--- src/rtl/rx_if_cfg_sequencer_if.sv ---
// Table lookup and 3-wire serial bus bundle between the RX IF config sequencer and its table/chip.
// master = sequencer side, slave = table + chip (or bench) side.
interface rx_if_cfg_sequencer_if;
  logic       start;
  logic [5:0] idx;
  logic [4:0] addr;
  logic [7:0] data;
  logic       sclk;
  logic       sdata;
  logic       sen_n;
  logic       busy;
  logic       done;

  modport master (
    input  start, addr, data,
    output idx, sclk, sdata, sen_n, busy, done
  );

  modport slave (
    output start, addr, data,
    input  idx, sclk, sdata, sen_n, busy, done
  );
endinterface

--- src/rtl/rx_if_cfg_sequencer.sv ---
// Walks cfg table idx 0..LAST_IDX, sending {3'b0,addr,data} MSB-first on sclk/sdata/sen_n; CFG_SKIP_BLANK_EN skips all-zero entries.
// Latency: start at edge T -> LOAD in cycle T+1, sen_n low from edge T+2; each entry costs 1+32*CLK_DIV+GAP_CYC cycles.
// Backpressure: none; start while busy is dropped, not queued.
module rx_if_cfg_sequencer #(
  parameter int CLK_DIV  = 4,
  parameter int GAP_CYC  = 8,
  parameter int LAST_IDX = 63
) (
  input logic                   clk,
  input logic                   nrst,
  rx_if_cfg_sequencer_if.master bus
);

  localparam int CMAX = (CLK_DIV > GAP_CYC) ? CLK_DIV : GAP_CYC;
  localparam int CW   = $clog2(CMAX + 1);

  typedef enum logic [2:0] {
    IDLE  = 3'd0,
    LOAD  = 3'd1,
    SHIFT = 3'd2,
    GAP   = 3'd3,
    FIN   = 3'd4
  } state_t;

  state_t        state, state_nxt;
  logic [5:0]    idx_q, idx_nxt;
  logic [15:0]   sr, sr_nxt;
  logic [3:0]    bit_cnt, bit_cnt_nxt;
  logic [CW-1:0] cnt, cnt_nxt;
  logic          sclk_q, sclk_nxt;
  logic          sdata_q, sdata_nxt;
  logic          sen_n_q, sen_n_nxt;
  logic          done_q, done_nxt;

  logic [15:0]   entry;
  logic          cnt_wrap, last_bit, gap_end, at_last, blank;

  assign entry    = {3'b000, bus.addr, bus.data};
  assign cnt_wrap = (cnt == CW'(CLK_DIV - 1));
  assign last_bit = (bit_cnt == 4'd15);
  assign gap_end  = (cnt == CW'(GAP_CYC - 1));
  assign at_last  = (idx_q == 6'(LAST_IDX));

`ifdef CFG_SKIP_BLANK_EN
  assign blank = (bus.addr == 5'd0) && (bus.data == 8'd0);
`else
  assign blank = 1'b0;
`endif

  always_ff @(posedge clk) begin
    if (!nrst) begin
      state   <= IDLE;
      idx_q   <= '0;
      sr      <= '0;
      bit_cnt <= '0;
      cnt     <= '0;
      sclk_q  <= 1'b0;
      sdata_q <= 1'b0;
      sen_n_q <= 1'b1;
      done_q  <= 1'b0;
    end else begin
      state   <= state_nxt;
      idx_q   <= idx_nxt;
      sr      <= sr_nxt;
      bit_cnt <= bit_cnt_nxt;
      cnt     <= cnt_nxt;
      sclk_q  <= sclk_nxt;
      sdata_q <= sdata_nxt;
      sen_n_q <= sen_n_nxt;
      done_q  <= done_nxt;
    end
  end

  always_comb begin
    state_nxt = state;
    case (state)
      IDLE:    if (bus.start) state_nxt = LOAD;
      LOAD:    if (blank) state_nxt = at_last ? FIN : LOAD;
               else       state_nxt = SHIFT;
      SHIFT:   if (cnt_wrap && sclk_q && last_bit) state_nxt = GAP;
      GAP:     if (gap_end) state_nxt = at_last ? FIN : LOAD;
      FIN:     state_nxt = IDLE;
      default: state_nxt = IDLE;
    endcase
  end

  always_comb begin
    idx_nxt     = idx_q;
    sr_nxt      = sr;
    bit_cnt_nxt = bit_cnt;
    cnt_nxt     = cnt;
    sclk_nxt    = sclk_q;
    sdata_nxt   = sdata_q;
    sen_n_nxt   = sen_n_q;
    done_nxt    = done_q;
    case (state)
      IDLE: begin
        if (bus.start) begin
          idx_nxt  = '0;
          done_nxt = 1'b0;
        end
      end
      LOAD: begin
        if (blank) begin
          if (!at_last) idx_nxt = idx_q + 6'd1;
        end else begin
          sr_nxt      = entry;
          sdata_nxt   = entry[15];
          sen_n_nxt   = 1'b0;
          bit_cnt_nxt = '0;
          cnt_nxt     = '0;
        end
      end
      SHIFT: begin
        if (cnt_wrap) begin
          cnt_nxt  = '0;
          sclk_nxt = ~sclk_q;
          // Data only moves on the falling toggle, so it is stable around each rising edge.
          if (sclk_q) begin
            if (last_bit) begin
              sen_n_nxt = 1'b1;
              sdata_nxt = 1'b0;
            end else begin
              sr_nxt      = {sr[14:0], 1'b0};
              sdata_nxt   = sr[14];
              bit_cnt_nxt = bit_cnt + 4'd1;
            end
          end
        end else begin
          cnt_nxt = cnt + CW'(1);
        end
      end
      GAP: begin
        if (gap_end) begin
          cnt_nxt = '0;
          if (!at_last) idx_nxt = idx_q + 6'd1;
        end else begin
          cnt_nxt = cnt + CW'(1);
        end
      end
      default: ;
    endcase
    if (state_nxt == FIN) done_nxt = 1'b1;
  end

  always_comb begin
    bus.idx   = idx_q;
    bus.sclk  = sclk_q;
    bus.sdata = sdata_q;
    bus.sen_n = sen_n_q;
    bus.busy  = (state == LOAD) || (state == SHIFT) || (state == GAP);
    bus.done  = done_q;
  end

endmodule

--- src/flat_wrapper.sv ---
// flat-port wrapper written by rule: the top's interface ports become plain ports
module rx_if_cfg_sequencer_flat 
#(
  parameter int CLK_DIV  = 4,
  parameter int GAP_CYC  = 8,
  parameter int LAST_IDX = 63
)
  (clk, nrst, bus_start, bus_addr, bus_data, bus_idx, bus_sclk, bus_sdata, bus_sen_n, bus_busy, bus_done);
  rx_if_cfg_sequencer_if bus_i ();
  input logic clk;
  input logic nrst;
  input wire logic [$bits(bus_i.start)-1:0] bus_start;
  input wire logic [$bits(bus_i.addr)-1:0] bus_addr;
  input wire logic [$bits(bus_i.data)-1:0] bus_data;
  output wire logic [$bits(bus_i.idx)-1:0] bus_idx;
  output wire logic [$bits(bus_i.sclk)-1:0] bus_sclk;
  output wire logic [$bits(bus_i.sdata)-1:0] bus_sdata;
  output wire logic [$bits(bus_i.sen_n)-1:0] bus_sen_n;
  output wire logic [$bits(bus_i.busy)-1:0] bus_busy;
  output wire logic [$bits(bus_i.done)-1:0] bus_done;
  assign bus_i.start = bus_start;
  assign bus_i.addr = bus_addr;
  assign bus_i.data = bus_data;
  assign bus_idx = bus_i.idx;
  assign bus_sclk = bus_i.sclk;
  assign bus_sdata = bus_i.sdata;
  assign bus_sen_n = bus_i.sen_n;
  assign bus_busy = bus_i.busy;
  assign bus_done = bus_i.done;
  rx_if_cfg_sequencer #(.CLK_DIV(CLK_DIV), .GAP_CYC(GAP_CYC), .LAST_IDX(LAST_IDX)) u_core (.clk(clk), .nrst(nrst), .bus(bus_i));
endmodule
--- config.mk ---
export PLATFORM = sky130hd
export DESIGN_NAME = rx_if_cfg_sequencer_flat
export DESIGN_NICKNAME = d
export VERILOG_FILES = /design/src/rtl/rx_if_cfg_sequencer_if.sv /design/src/rtl/rx_if_cfg_sequencer.sv /design/src/flat_wrapper.sv
export SDC_FILE = /design/constraint.sdc
export NUM_CORES = 1
export LEC_CHECK = 0
export CAP_MARGIN = 20
export CORE_MARGIN = 3
export CORE_UTILIZATION = 59
export CTS_BUF_LIST = sky130_fd_sc_hd__clkbuf_2 sky130_fd_sc_hd__clkbuf_4 sky130_fd_sc_hd__clkbuf_8
export DETAILED_ROUTE_END_ITERATION = 12
export PLACE_DENSITY = 0.9
export SLEW_MARGIN = 20
export SYNTH_ARGS = -nofsm -noshare
export SYNTH_HDL_FRONTEND = slang
export SYNTH_SLANG_ARGS = --single-unit
--- constraint.sdc ---
create_clock -name clk -period 4.45 [get_ports clk]
set_clock_uncertainty 0.2 [all_clocks]
set_input_delay 0.445 -clock clk [delete_from_list [all_inputs] [get_ports clk]]
set_output_delay 0.445 -clock clk [all_outputs]
set_load 0.05 [all_outputs]
* After elaboration in Yosys (flattened, before gate mapping)
Index checks and enable logic that the tools add are counted.
** Cells by class
- Add/subtract/negate cells :: 3
- Equality and inequality tests :: 15
- Multiplexer cells :: 31
- Bitwise operators :: 1
- Reductions and logical operators :: 16
** Operator list (number)
- 15-bit 2-to-1 mux :: 3
- 15-bit one-hot mux with 2 select lines :: 1
- 4-bit 2-to-1 mux :: 5
- 6-bit 2-to-1 mux :: 3
- 3-bit 2-to-1 mux :: 4
- 3-bit one-hot mux with 4 select lines :: 1
- 4-bit one-hot mux with 3 select lines :: 1
- 6-bit one-hot mux with 2 select lines :: 1
- 4-bit AND reduction :: 3
- 1-bit 2-to-1 mux :: 9
- 4-bit by 1-bit adder with 4-bit output, second input constant :: 2
- 2-bit by 1-bit != test with 1-bit output, second input constant :: 4
- 4-bit one-hot mux with 2 select lines :: 1
- 2-bit nonzero test :: 4
- 6-bit by 1-bit adder with 6-bit output, second input constant :: 1
- 3-bit by 2-bit == test with 1-bit output, second input constant :: 2
- 6-bit == test, second input constant :: 1
- 2-bit != test, second input constant :: 3
- 4-bit by 2-bit == test with 1-bit output, second input constant :: 1
- 4-bit by 3-bit == test with 1-bit output, second input constant :: 1
- 4-bit == test, second input constant :: 1
- 1-bit one-hot mux with 2 select lines :: 2
- 2-bit AND reduction :: 2
- 3-bit by 1-bit == test with 1-bit output, second input constant :: 1
- other kinds (7) :: 9
** Word-level totals
- Register bits after elaboration :: 36
- Bits of input ports :: 16
- Output and inout port bits :: 11
- Word-level logic and storage cells :: 75

* Logic depth before layout (Yosys ltp)
- Word-level depth :: 8
- Depth in mapped cells :: 7
- Mapped depth without buffers :: 5

* Worst setup path after synthesis
No wires, ideal clock.
- Path type :: register to register
- From :: register u_core.sclk_q, in the netlist u_core.bus.sclk
- To :: register u_core.sr[10]
- Library setup time :: 145 ps
- Arrival :: 1702 ps
- Required time :: 4105 ps
- Path slack :: 2403 ps
- Stages on the path, launching flop included :: 6
- Path buffers :: 1
- Clock period less this slack :: 2047 ps
- Cells stage by stage :: dfxtp_1 > nor4bb_1 > a21oi_1 > nor2_4 > buf_4 > a311oi_2
** On the way
- Word-level cells in the longest chain between the ends :: 2
** RTL lines
- start, declared :: line rx_if_cfg_sequencer.sv:30 : logic sclk_q, sclk_nxt;
- start signal, assigned :: line rx_if_cfg_sequencer.sv:67 : sclk_q <= sclk_nxt;
- 2-bit by 1-bit != test with 1-bit output (no source line)
- 4-bit AND reduction (no source line)
- end signal, assigned :: line rx_if_cfg_sequencer.sv:64 : sr <= sr_nxt;
- end, declared :: line rx_if_cfg_sequencer.sv:27 : logic [15:0] sr, sr_nxt;
No other way between the ends.
A chain may end at the register's enable or synchronous reset.

* Worst setup path after layout
- From :: register u_core.state[0]
- To :: output bus_busy
** On the way
- Word-level cells in the longest chain between the ends :: 3
- Elaborated cells on any way between the ends :: 5
- Those cells by class :: eq/ne (3); reduce/logical (2)
** RTL lines
- start, declared :: line rx_if_cfg_sequencer.sv:25 : state_t state, state_nxt;
- start signal, assigned :: line rx_if_cfg_sequencer.sv:62 : state <= state_nxt;
- 3-bit by 1-bit == test with 1-bit output / 3-bit by 2-bit == test with 1-bit output (equally long branches) :: line rx_if_cfg_sequencer.sv:151 : bus.busy = (state == LOAD) || (state == SHIFT) || (state == GAP);
- 1-bit logical OR :: line rx_if_cfg_sequencer.sv:151
- 1-bit logical OR (*) :: line rx_if_cfg_sequencer.sv:151
- end, declared :: line flat_wrapper.sv:19 : output wire logic [$bits(bus_i.busy)-1:0] bus_busy;
Mark *: on every way between the ends. The rest lies on a longest branch, timed or not.

==> Implementation_results.wiki <==
{| class="wikitable"
! Metric !! Value
|-
| Clock tree sinks || 36
|-
| Final max-slew violation count || 0
|-
| Nets in the synthesized netlist || 220
|-
| Residual DRC || 0
|-
| Detailed placement HPWL || 2.71 mm
|-
| Critical Path Source || u_core.state[0]
|-
| Internal power component || 437 uW
|-
| Highest Clock Rate || 0.377 GHz
|-
| Number of cells produced by synthesis || 201
|-
| Clock latency reported for the late side of the worst-skew pair || 0.36 ns
|-
| Cell area power density || 296 nW/um^2
|-
| Final period demand of the worst path || 2.65 ns
|-
| Worst slew pin tran || 0.921 ns
|-
| Initial DRC Count || 109
|-
| Final RePlAce weighted congestion || 0.838
|-
| Sw Share || 28.0%
|-
| Hold Buf Count CTS || 0
|-
| Result of the run || completed
|-
| Startpoint class of the critical path || register
|-
| RSZ-0062 raised after global routing || false
|-
| Sequential area share after synthesis || 40.9%
|-
| Detailed-routing iteration count for the pre-antenna-repair pass || 4
|-
| Inserted Diodes || 0
|-
| Die Footprint || 3680 sq um
|-
| Nets || 241
|-
| Finished Layout Cells || 253
|-
| Area of all sequential standard cells || 721 sq um
|-
| Total track usage || 23.9%
|-
| Share of the clock period used by the worst path || 59.6%
|-
| Width of the die || 60.7 um
|-
| CTS H-Tree Depth || 2
|-
| Power share of the sequential group || 56.9%
|-
| Routed Antenna Nets || 0
|-
| Number of placement rows || 19
|-
| Effective utilization at floorplan || 62.8%
|-
| Count of distinct cell types in the synthesized netlist || 46
|-
| Routed length per instance || 15.8 um
|-
| Setup total negative slack || 0 ns
|-
| Worst Min Path Start || u_core.sr[12]
|-
| Vias after detailed routing || 1601
|-
| Critical path class || reg -> out
|-
| Worst-case clock buffer depth || 2
|-
| Clock slew at reported path FFs || 0.10 ns
|-
| Launch point of the worst reg-to-reg path || u_core.state[1]
|-
| Post-CTS setup buffer count || 0
|-
| Fraction of layout instances using a drive strength above 1 || 10.8%
|-
| Data required time of the worst path || 3.81 ns
|-
| Total number of yosys warnings || 0
|-
| Class of the most critical hold timing path || reg -> reg
|-
| TritonCTS Buffers || 5
|-
| Via-to-Cell Ratio || 6.33
|-
| Maximum capacitance violations || 0
|-
| Count of buffers from port buffering || 26
|-
| CTS root buf || clkbuf_4
|-
| Vias in the first global route || 1487
|-
| Count of filler cells inserted in the layout || 221
|-
| Total net switching power || 170 uW
|-
| Relative max-transition margin || 38.3%
|-
| Post-Syn Area || 1760 sq um
|-
| Clock share of power || 28.0%
|-
| Total length of routed wires || 4.00 mm
|-
| Largest net degree at the start of global routing || 25
|-
| VDD IR max || 0.172 mV
|-
| Boundary pin count || 27
|-
| Floorplan Core Area || 2810 sq um
|-
| Global-route congestion overflow total || 0
|-
| Post-cts resize count || 0
|-
| Synthesis-to-finish area growth || 16.4%
|-
| Crit. End Element || output port
|-
| Hold violation count in the final report || 0
|-
| Gate power share || 15.1%
|-
| Number of antenna violations at the first check in global routing || 0
|-
| Global-route wire length before repair || 6.56 mm
|-
| Die Y-Extent || 60.7 um
|-
| Multi-input logic area || 963 sq um
|-
| Number of placed cells counting well taps || 246
|-
| Highest net fanout along the worst path || 9
|-
| Synthesized area divided by synthesized cell count || 8.77 sq um
|-
| Flops & latches, synth || 36
|-
| Leak pwr || 0.000706 uW
|-
| Clock tree from TritonCTS || built
|-
| Finish-stage setup viols || 0
|-
| Total design power || 607 uW
|-
| Arrival time at the worst endpoint || 2.01 ns
|}
-- cells in the mapped netlist, drive strengths merged --
cell type	n	area [sq um]
dfxtp	36	721
nand2	36	135
a21oi	21	105
a311oi	14	179
nor2	11	48.8
nand3	10	50.1
o21ai	10	61.3
clkbuf	7	26.3
buf	5	33.8
inv	5	18.8
and3	4	25.0
a31o	3	26.3
a31oi	3	18.8
ha	3	37.5
nor3	3	20.0
o31ai	3	22.5
a22oi	2	15.0
and3b	2	17.5
nor3b	2	20.0
or3	2	12.5
or3b	2	17.5
or4	2	15.0
xnor2	2	17.5
a21bo	1	10.0
and2	1	6.26
and4	1	8.76
mux2i	1	10.0
nand3b	1	7.51
nand4bb	1	11.3
nor4b	1	15.0
nor4bb	1	10.0
o2111ai	1	8.76
o211ai	1	7.51
o21a	1	7.51
o21bai	1	7.51
xor2	1	8.76
-- logic make-up after synthesis --
| group | Yosys count | synth area share, % |
|---|---|---|
| buffers and inverters | 17 | 4.47 |
| AND/OR/NAND/NOR | 80 | 23.8 |
| AO/OA/AOI/OAI | 61 | 26.6 |
| multiplexers | 1 | 0.568 |
| XOR/XNOR | 3 | 1.49 |
| adder cells (fa/ha/maj) | 3 | 2.13 |
| flip-flops | 36 | 40.9 |
-- cell type report --
| class | instances | area share (%) |
|---|---|---|
| well taps | 31 | 1.89 |
| clock inverters | 1 | 0.244 |
| repair buffers | 26 | 12.7 |
| flip-flops and latches | 36 | 35.1 |
| clock buffers | 6 | 2.20 |
| inverters | 5 | 0.915 |
| multi-input cells | 148 | 47.0 |
-- metrics by stage --
stage                     hold WS [ns]  setup WS [ns]  area, sq um  util [%]
after global placement           0.242           1.95         2000      71.4
after detailed placement         0.253           1.83         2000      71.4
final                            0.269           1.80         2050      73.1
after CTS                        0.266           1.80         2050      73.1
after global routing             0.310           1.57         2050      73.1
after floorplan                  0.229           2.40         1760         -
-- per-layer routing --
layer / vias to the layer above / part of all wire (%) / global-route usage, %
li1: 786 / - / -
met4: 0 / 1.8 / 10.8
met1: 778 / 45 / 29.0
met3: 7 / 3.9 / 5.53
met2: 30 / 50 / 40.2
met5: - / 0 / 0
-- power by group through the flow --
stage / combinational, uW / clock [uW] / sequential [uW]
2_1_floorplan: 65.5 / 0 / 351
3_3_place_gp: 87.8 / 0 / 351
3_5_place_dp: 91.7 / 0 / 352
4_1_cts: 92.2 / 171 / 345
5_1_grt: 100 / 189 / 347
6_report: 91.9 / 170 / 345
-- flip-flops by register name (all words and copies together) (netlist names) --
name,count
u_core.bit_cnt,4
u_core.bus.sdata,1
u_core.bus.done,1
u_core.state,3
u_core.bus.idx,6
u_core.bus.sen_n,1
u_core.sr,15
u_core.bus.sclk,1
u_core.cnt,4
-- critical path, cell delays in order (launching register included) --
cell and delay, ns:
dfxtp_1 0.50, o21bai_1 0.21, inv_1 0.14, clkdlybuf4s50_1 0.81
-- final timing paths --
kind                   endpoint  slack, ns  depth (start not counted)
setup / recovery       bus_busy       1.80                          3
hold / removal    u_core.sr[13]       0.27                          2
setup reg to reg   u_core.sr[5]       1.82                          4
hold reg to reg   u_core.sr[13]       0.27                          2
-- cells in the final DEF (no fill, tap or decap), types with 4 or more instances in the layout --
cell / n
nand2_1: 36
dfxtp_1: 36
clkdlybuf4s50_1: 26
a21oi_1: 21
nor2_1: 10
nand3_1: 10
a311oi_2: 9
o21ai_1: 6
clkbuf_4: 6
inv_1: 5
a311oi_1: 5
and3_1: 4
No activity file was read; power rests on OpenSTA's default activity.
